==> src/rtl/os_array_drain.sv <==
// Result drain for the output-stationary array: snapshots every PE accumulator when a tile
// finishes, then streams rescaled, narrowed results in row-major order over valid/ready.
//
// state  | meaning
// IDLE   | waiting for start_i; a start captures the accumulator snapshot
// STREAM | presenting snapshot[row][col]; each handshake advances to the next element
// DONE   | single-cycle done_o pulse after the last element is accepted
module os_array_drain #(
    parameter int N         = 4,
    parameter int ACC_WIDTH = 64,
    parameter int OUT_WIDTH = 32,
    parameter int SHIFT     = 0,
    parameter int SATURATE  = 1
) (
    input  logic                       clk,
    input  logic                       rst,
    input  logic                       start_i,
    input  logic [N*N*ACC_WIDTH-1:0]   acc_i,
    output logic                       clr_o,
    output logic                       busy_o,
    output logic                       out_valid_o,
    input  logic                       out_ready_i,
    output logic [OUT_WIDTH-1:0]       out_data_o,
    output logic [$clog2(N)-1:0]       out_row_o,
    output logic [$clog2(N)-1:0]       out_col_o,
    output logic                       out_last_o,
    output logic                       done_o,
    output logic                       err_o
);

    localparam int CW = $clog2(N);
    localparam logic signed [ACC_WIDTH-1:0] SAT_MAX =
        {{(ACC_WIDTH-OUT_WIDTH+1){1'b0}}, {(OUT_WIDTH-1){1'b1}}};
    localparam logic signed [ACC_WIDTH-1:0] SAT_MIN =
        {{(ACC_WIDTH-OUT_WIDTH+1){1'b1}}, {(OUT_WIDTH-1){1'b0}}};

    typedef enum logic [1:0] {
        S_IDLE,
        S_STREAM,
        S_DONE
    } state_t;

    state_t                      state_q, state_d;
    logic [CW-1:0]               row_q, col_q;
    logic                        clr_q, err_q;
    logic signed [ACC_WIDTH-1:0] snap_q [N][N];
    logic                        accept, handshake, is_last;
    logic signed [ACC_WIDTH-1:0] shifted;
    logic [OUT_WIDTH-1:0]        narrowed;

    assign accept    = (state_q == S_IDLE) && start_i;
    assign handshake = (state_q == S_STREAM) && out_ready_i;
    assign is_last   = (row_q == CW'(N-1)) && (col_q == CW'(N-1));

    // Snapshot bank carries no reset; it is only observable after a capture.
    always_ff @(posedge clk) begin
        if (accept) begin
            for (int r = 0; r < N; r++) begin
                for (int c = 0; c < N; c++) begin
                    snap_q[r][c] <= acc_i[(r*N+c)*ACC_WIDTH +: ACC_WIDTH];
                end
            end
        end
    end

    always_ff @(posedge clk) begin
        if (rst) begin
            state_q <= S_IDLE;
        end else begin
            state_q <= state_d;
        end
    end

    always_ff @(posedge clk) begin
        if (rst) begin
            row_q <= '0;
            col_q <= '0;
            clr_q <= 1'b0;
            err_q <= 1'b0;
        end else begin
            clr_q <= accept;
            if (start_i && (state_q != S_IDLE)) begin
                err_q <= 1'b1;
            end
            if (accept) begin
                row_q <= '0;
                col_q <= '0;
            end else if (handshake && !is_last) begin
                if (col_q == CW'(N-1)) begin
                    col_q <= '0;
                    row_q <= row_q + 1'b1;
                end else begin
                    col_q <= col_q + 1'b1;
                end
            end
        end
    end

    always_comb begin
        state_d     = state_q;
        busy_o      = 1'b0;
        out_valid_o = 1'b0;
        out_last_o  = 1'b0;
        done_o      = 1'b0;
        case (state_q)
            S_IDLE: begin
                if (start_i) begin
                    state_d = S_STREAM;
                end
            end
            S_STREAM: begin
                busy_o      = 1'b1;
                out_valid_o = 1'b1;
                out_last_o  = is_last;
                if (out_ready_i && is_last) begin
                    state_d = S_DONE;
                end
            end
            S_DONE: begin
                busy_o  = 1'b1;
                done_o  = 1'b1;
                state_d = S_IDLE;
            end
            default: begin
                state_d = S_IDLE;
            end
        endcase
    end

    // Rescale then narrow: clamp to the signed output range, or keep the low bits.
    always_comb begin
        shifted  = snap_q[row_q][col_q] >>> SHIFT;
        narrowed = shifted[OUT_WIDTH-1:0];
        if (SATURATE != 0) begin
            if (shifted > SAT_MAX) begin
                narrowed = SAT_MAX[OUT_WIDTH-1:0];
            end else if (shifted < SAT_MIN) begin
                narrowed = SAT_MIN[OUT_WIDTH-1:0];
            end
        end
    end

    assign out_data_o = (state_q == S_STREAM) ? narrowed : '0;
    assign out_row_o  = (state_q == S_STREAM) ? row_q : '0;
    assign out_col_o  = (state_q == S_STREAM) ? col_q : '0;
    assign clr_o      = clr_q;
    assign err_o      = err_q;

endmodule

==> config.mk <==
export PLATFORM = sky130hd
export DESIGN_NAME = os_array_drain
export DESIGN_NICKNAME = d
export VERILOG_FILES = /design/src/rtl/os_array_drain.sv
export SDC_FILE = /design/constraint.sdc
export NUM_CORES = 1
export LEC_CHECK = 0
export BUFFER_PORTS_ARGS = -buffer_cell sky130_fd_sc_hd__buf_4
export CORE_AREA = 2 2 411 413
export CTS_CLUSTER_SIZE = 8
export DETAILED_ROUTE_END_ITERATION = 8
export DIE_AREA = 0 0 413 415
export PLACE_DENSITY = 0.45
export SLEW_MARGIN = 0
export SYNTH_ARGS = -nofsm -noshare
export SYNTH_HDL_FRONTEND = slang
export SYNTH_SLANG_ARGS = --single-unit
export TNS_END_PERCENT = 20
==> constraint.sdc <==
create_clock -name clk -period 57.8 [get_ports clk]
set_clock_uncertainty 0.1 [all_clocks]
set_input_delay 11.56 -clock clk [delete_from_list [all_inputs] [get_ports clk]]
set_output_delay 11.56 -clock clk [all_outputs]
set_load 0.01 [all_outputs]
# Word level (Yosys, flattened, before mapping)
# Memories as Yosys holds them, arrays and structs flattened. A register that Yosys moved wholly into a read port is not among the register bits.
# Cells that the tools add are included.
[totals] reg_bits=8 latch_bits=0 ram_bits=1024 romBits=0 wordCells=51 mem_count=1
[op_classes] add_sub_neg=2 n_mul=0 div=0 n_lt_le_gt_ge=3 eq_ne=6 shifts=0 muxes=20 bitwise=1 reduce_logical=13
[mem_list] name="snap_q" depth=4 word_bits=256 rd=1 rd_clocked_by_memory_dff=1 wr=4 line_no="46" source="logic signed [ACC_WIDTH-1:0] snap_q [N][N];"
[op_table] operator="$bmux W64 S2" n=1
[op_table] operator="$mux W64" n=2
[op_table] operator="$mux W32" n=3
[op_table] operator="$gt A64 B32 Y1 const B" n=1
[op_table] operator="$lt A64 B32 Y1 const B" n=1
[op_table] operator="$mux W2" n=7
[op_table] operator="$eq A2 B2 Y1 const B" n=3
[op_table] operator="$logic_and A1 B1 Y1" n=6
[op_table] operator="$mux W1" n=6
[op_table] operator="$add A2 B1 Y2 const B" n=2
[op_table] operator="$ne A2 B2 Y1 const B" n=2
[op_table] operator="$pmux W2 S2" n=1
[op_table] operator="$reduce_and A2 Y1" n=2
[op_table] operator="$reduce_or A2 Y1" n=2
[op_table] operator="$ge A3 B3 Y1 const B" n=1
[op_table] operator="$not A2 Y3" n=1
[op_table] operator="$eq A2 B1 Y1 const B" n=1
[op_table] operator="$logic_not A2 Y1" n=1
[op_table] operator="$reduce_bool A2 Y1" n=1
[op_table] operator="$logic_not A1 Y1" n=1

# Logic depth before layout (Yosys ltp)
# Gate-level depths: netlist (run 1).
[depth] ltp_word=8 ltp_mapped=12 mapped_depth_nobuf=7

# Worst setup path after synthesis (run 1)
# Ideal clock, no wire load.
[synth_path] kind="input port to flip-flop" startpoint="input port start_i" endpoint="register with a tool-made name" setup_ns=0.157 t_arrival_ns=56.936 slack_ns=0.607 path_stages=4 n_path_buf=0 path_cell_list="inv_1 -> nor2_1 -> or2_1 -> nor2_1"
[synth_lines] item="start: declaration" line_no="17" source="input logic start_i,"

==> results.json, run 1 <==
{
  "cp_cell_sequence": "buf_4 > buf_4 > buf_4 > mux4_1 > a22oi_1 > nand2_1 > nor4_1 > nand4_1 > o31ai_4 > buf_4 > a21oi_1 > buf_4",
  "combPwrFrac_pct": 9.1,
  "die_area_um2": 171000,
  "ys_ff_latch": 1034,
  "multiInputGateArea_um2": 7800,
  "syn_nets": 2667,
  "top_layer": "met5",
  "gp_congestion": 0.821,
  "ctsHoldBuffers": 0,
  "cpLargestDelayFamily": "buffers and inverters",
  "nNetsFinal": 3835,
  "worstPathArrival_ns": 6.48,
  "postCtsSetupBuffers": 0,
  "max_cap_viol_count": 0,
  "ant_nets": 0,
  "fp.coreArea_um2": 167000,
  "first_pass_iters": 6,
  "cp_slowest_cell": "buf_4",
  "antenna_found_initial": 56,
  "ctsResizeCount": 0,
  "r2r-start": "state_q[1]",
  "drtIter0Drc": 1876,
  "r2r_end": "snap_q[0][15]",
  "synth_cell_type_count": 30,
  "cp-end-kind": "output pin",
  "drc": 0,
  "status": "finished, final reports clean",
  "drv_slew": 0,
  "initial_core_util_pct": 23.6,
  "wl_met3_um": 13400,
  "hold_end": "err_o",
  "seq_area_um2": 31000,
  "clkPwrFrac_pct": 41.2,
  "cts_tree": "built",
  "cts_buffer_depth": 3,
  "clock_sinks": 1034,
  "syn_avg_cell_area_um2": 24.0,
  "wl_um": 151000,
  "maxSlewHeadroom_pct": 28.1,
  "cp.depth": 12,
  "ios": 1070,
  "layout_common_cells": "1099 x buf_4, 1024 x edfxtp_1, 287 x mux4_2, 151 x clkbuf_16, 64 x a22oi_1",
  "fmax_ghz": 0.0551,
  "switching_share_pct": 22.8,
  "netlist_instances": 1634,
  "cts-root-buf": "clkbuf_16",
  "htreeDepth": 4,
  "final_common_cell": "buf_4",
  "synth_area_um2": 39300,
  "timing.critical_path.buf_inv": 5,
  "tightest_slew_ns": 1.08,
  "hpwl_um": 116000,
  "fin_crit_ns": 18.14,
  "port_buffers": 1069,
  "reg2reg_depth": 10,
  "via_per_inst": 4.35,
  "path_common_cell": "buf_4",
  "power.net_switching_uw": 436,
  "p_leak_uw": 0.0193,
  "numCtsBuffers": 149,
  "fill_cells": 16098,
  "gr-total-overflow": 0,
  "drive_above_1_share_pct": 55.9,
  "p_seq_share_pct": 49.7,
  "clk_latency_ns": 0.77,
  "grt_pass1_vias": 23864,
  "met2_length_um": 81600,
  "placed_cell_area_um2": 50000,
  "finalHoldViolCount": 0,
  "rsz0062_at_grt": "false",
  "worstPathRequired_ns": 46.14,
  "cp_max_fo": 54,
  "hp-class": "reg -> reg",
  "hold_start": "err_o",
  "grt_usage_pct": 17.3,
  "vias": 21935,
  "postLayoutCellArea_um2": 54000,
  "p_per_area_nw_per_um2": 35.4,
  "startpoint_type": "flop",
  "die_height_um": 415,
  "row_count": 150,
  "setup_viol": 0,
  "hold_ws_ns": 0.374,
  "detail_route.wl_per_cell_um": 30.0,
  "p_int_uw": 1480,
  "die_w_um": 413,
  "grt_max_degree": 165,
  "wirelength_met1_um": 53400,
  "synth_seq_area_share_pct": 78.8,
  "hold_path_depth": 2,
  "finalCritPeriodShare_pct": 31.4,
  "slowest_delay_ns": 0.80,
  "clkTransAtPathRegs_ns": 0.05,
  "path_class": "reg -> out",
  "setup-tns-final_ns": 0,
  "grt_first_pass_wirelength_um": 200000,
  "yosys_warnings": 0,
  "area.growth.synth_to_final_pct": 37.6,
  "irDropWorstVdd_uv": 25.8,
  "reg2reg_slack_ns": 50.77
}
## worst reg2reg max path, stage by stage (launching register included)
cell	delay (ns)
dfxtp_1	0.33
inv_1	0.08
ha_1	0.19
inv_1	0.12
nor2_4	0.51
buf_4	0.83
buf_4	0.91
buf_4	0.86
buf_4	0.83
buf_4	0.86
buf_4	0.93
## how the worst max path moves through the flow
stage / from / slack [ns] / to
floorplan: start_i / 0.61 / flop
global placement: start_i / 39.81 / snap_q[2][80]
detailed placement: start_i / 39.74 / snap_q[0][82]
CTS: flop / 39.50 / out_data_o[22]
global route: flop / 39.28 / out_data_o[22]
finish: flop / 39.66 / out_data_o[22]
## power groups by stage
| stage | logic (uW) | clock network (uW) | registers [uW] |
|---|---|---|---|
| finish | 174 | 790 | 952 |
| global route | 187 | 840 | 957 |
| CTS | 179 | 813 | 953 |
| detailed placement | 178 | 0 | 966 |
| global placement | 177 | 0 | 966 |
| floorplan | 74.0 | 0 | 1100 |
## cell type report
class / count / area share, %
well taps: 2204 / 5.10
diodes: 8 / 0.0370
multi-input cells: 478 / 14.4
clock buffers: 169 / 7.12
inverters: 37 / 0.257
flip-flops and latches: 1034 / 57.3
clock inverters: 15 / 0.391
repair buffers: 1102 / 15.4
## flip-flops by register name (all words and copies together) (netlist names), named ones only
signal,count
row_q,2
snap_q,1024
err_o,1
clr_o,1
col_q,2
state_q,2
## cells by family after synthesis
group                    count (synthesis)  share of synthesized area (%)
flip-flops                            1034                           78.8
multiplexers                           291                           16.6
buffers and inverters                  122                           1.45
AND/OR/NAND/NOR                         81                          0.985
AO/OA/AOI/OAI                          100                           1.92
adder cells (fa/ha/maj)                  5                          0.159
XOR/XNOR                                 1                         0.0223
## synthesized netlist by cell type
cell,number,area (um^2)
buf_8,1,15.0
dfxtp_1,10,200
a21oi_1,14,70.1
buf_4,2,15.0
mux2i_1,2,20.0
nand4_1,10,62.6
mux4_1,2,52.6
or3_1,1,6.26
a32oi_1,1,8.76
ha_1,5,62.6
buf_1,15,56.3
mux4_2,287,6460
nor3_1,3,15.0
o31ai_4,1,21.3
and3_1,3,18.8
clkbuf_1,37,139
edfxtp_1,1024,30700
and2_1,6,37.5
nand3_1,1,5.00
buf_2,21,105
inv_1,37,139
or2_1,1,6.26
nor4_1,8,50.1
buf_6,9,101
nor2b_1,2,12.5
xor2_1,1,8.76
nor2_1,12,45.0
nand2_1,34,128
a22oi_1,64,480
a21oi_2,20,175
## per-layer routing
metal / vias up / track usage (%)
met5: - / 0
met4: 40 / 4.58
met3: 233 / 6.43
met2: 960 / 31.5
met1: 11374 / 18.5
li1: 9328 / -
## metrics by stage
step                      utilization, %  power, uW  worst slack, ns  std cells
final                               32.4       1920            39.66       5047
after global routing                32.4       1980            39.28       5044
after CTS                           32.4       1940            39.50       5039
after detailed placement            30.0       1140            39.74       4855
after global placement              30.0       1140            39.81       4855
after floorplan                        -       1180            0.607       1634
Note: power is estimated with default switching activity, not from simulation.
==> run 2, diff against run 1 <==
Clock period 57.8 ns to 14.75 ns, I/O delays scaled along.
==> run 2 against run 1 <==
Compared with the run above:
- utilization grew 0.12 points
- worst setup slack lost 34 ns
- non-clock buffer count shrank 7
- critical path type unchanged
- critical endpoint is now out_data_o[21]
- highest routed layer unchanged
==> results.json, run 2 (synthesis gave the netlist of run 1 again) <==
{
  "regMostFlops": "snap_q",
  "largest_reg_flops": 1024,
  "dpl.cell_count": 4848,
  "clkTransAtPathRegs_ns": 0.05,
  "switching_share_pct": 22.7,
  "cp_slowest_cell": "buf_4",
  "die_w_um": 413,
  "slowest_delay_ns": 0.91,
  "die_height_um": 415,
  "max_cap_viol_count": 0,
  "maxSlewHeadroom_pct": 18.3,
  "final_common_cell": "buf_4",
  "setup_viol": 0,
  "drtIter0Drc": 1905,
  "via_per_inst": 4.37,
  "gr-total-overflow": 0,
  "worstPathRequired_ns": 11.70,
  "cpLargestDelayFamily": "buffers and inverters",
  "startpoint_type": "flop",
  "hp-class": "reg -> reg",
  "grt_usage_pct": 17.4,
  "port_buffers": 1069,
  "detail_route.wl_per_cell_um": 30.2,
  "instances_no_fill": 5056,
  "cp_max_fo": 67,
  "clk_latency_ns": 0.78,
  "drc": 0,
  "cp-end-kind": "output pin",
  "htreeDepth": 4,
  "postLayoutCellArea_um2": 54200,
  "layout_common_cells": "1088 x buf_4, 1024 x edfxtp_1, 287 x mux4_2, 157 x clkbuf_16, 64 x a22oi_1",
  "fmax_ghz": 0.109,
  "cp_cell_sequence": "buf_4 > buf_4 > mux4_2 > a22oi_1 > nand2_1 > nor4_1 > nand4_1 > o31ai_4 > buf_4 > a21oi_1 > buf_4",
  "cts-root-buf": "clkbuf_16",
  "grt_first_pass_wirelength_um": 202000,
  "gp_congestion": 0.819,
  "clock_sinks": 1034,
  "p_seq_share_pct": 49.0,
  "path_common_cell": "buf_4",
  "placed_cell_area_um2": 50000,
  "p_int_uw": 5890,
  "initial_core_util_pct": 23.6,
  "nNetsFinal": 3829,
  "total_power_uw": 7620,
  "clkPwrFrac_pct": 42.1,
  "grt_max_degree": 185,
  "p_per_area_nw_per_um2": 140,
  "tightest_slew_ns": 1.23,
  "ctsHoldBuffers": 0,
  "wl_um": 153000,
  "row_count": 150,
  "vias": 22094,
  "area.growth.synth_to_final_pct": 38.1,
  "fp.coreArea_um2": 167000,
  "p_leak_uw": 0.0194,
  "cts_buffer_depth": 3,
  "rsz0062_at_grt": "false",
  "grt_pass1_vias": 24187,
  "ctsResizeCount": 0,
  "postCtsSetupBuffers": 0,
  "worstPathArrival_ns": 6.16,
  "finalCritPeriodShare_pct": 62.5,
  "drv_slew": 0,
  "cts_tree": "built",
  "drive_above_1_share_pct": 55.8,
  "finalHoldViolCount": 0,
  "antenna_found_initial": 69,
  "die_area_um2": 171000,
  "first_pass_iters": 7,
  "ios": 1070,
  "path_class": "reg -> out",
  "fin_crit_ns": 9.21,
  "power.net_switching_uw": 1730,
  "timing.critical_path.buf_inv": 4,
  "hpwl_um": 114000,
  "combPwrFrac_pct": 8.9,
  "numCtsBuffers": 150,
  "fill_cells": 16054,
  "status": "finished, final reports clean",
  "irDropWorstVdd_uv": 115,
  "ant_nets": 0
}
## run 2: changes by cell type in the layout (fill, tap and decap cells not counted), sizes merged
cell and delta:
clkinv -1, inv -1, clkbuf +12, diode +5, buf -7, bufinv +1
## run 2: worst min-delay path, cell delays in order (launching register included)
cell and delay (ns):
dfxtp_1 0.33, a21oi_1 0.04, nor2_1 0.07
## run 2: path summary, 6_finish.rpt
path | from | to | slack, ns | cells past startpoint
hold / removal | err_o | err_o | 0.38 | 2
setup / recovery | flop | out_data_o[21] | 5.54 | 11
setup reg to reg | state_q[0] | snap_q[2][141] | 10.53 | 7
hold reg to reg | err_o | err_o | 0.38 | 2
## run 2: through the flow
stage               TNS (ns)  setup slack, ns  hold slack, ns  utilization [%]
detailed placement         0             6.20           0.374             30.0
global placement           0             6.27           0.358             30.0
global route               0             5.12           0.422             32.5
finish                     0             5.54           0.379             32.5
CTS                        0             5.29           0.388             32.5
floorplan           -3973.57            -3.98           0.383                -
## run 2: power by group through the flow
stage,Combinational (uW),Clock [uW],Sequential (uW)
6_report,677,3200,3740
5_1_grt,730,3410,3760
4_1_cts,700,3310,3740
3_5_place_dp,698,0,3790
3_3_place_gp,694,0,3790
2_1_floorplan,291,0,3910
## run 2: per-layer routing
metal | GRT usage, % | vias to the layer above | share of wire, %
met5 | 0 | - | 0.23
met4 | 5.34 | 58 | 2.8
met3 | 6.57 | 287 | 9.2
met2 | 31.5 | 1047 | 53
met1 | 18.5 | 11369 | 35
li1 | - | 9333 | -
## run 2: layout make-up
cell class	instances	area (um^2)	area share, %
diodes	13	32.5	0.0600
clock buffers	181	4020	7.41
clock inverters	14	209	0.385
inverters	37	151	0.279
multi-input cells	478	7800	14.4
flip-flops and latches	1034	31000	57.1
well taps	2204	2760	5.08
repair buffers	1095	8310	15.3
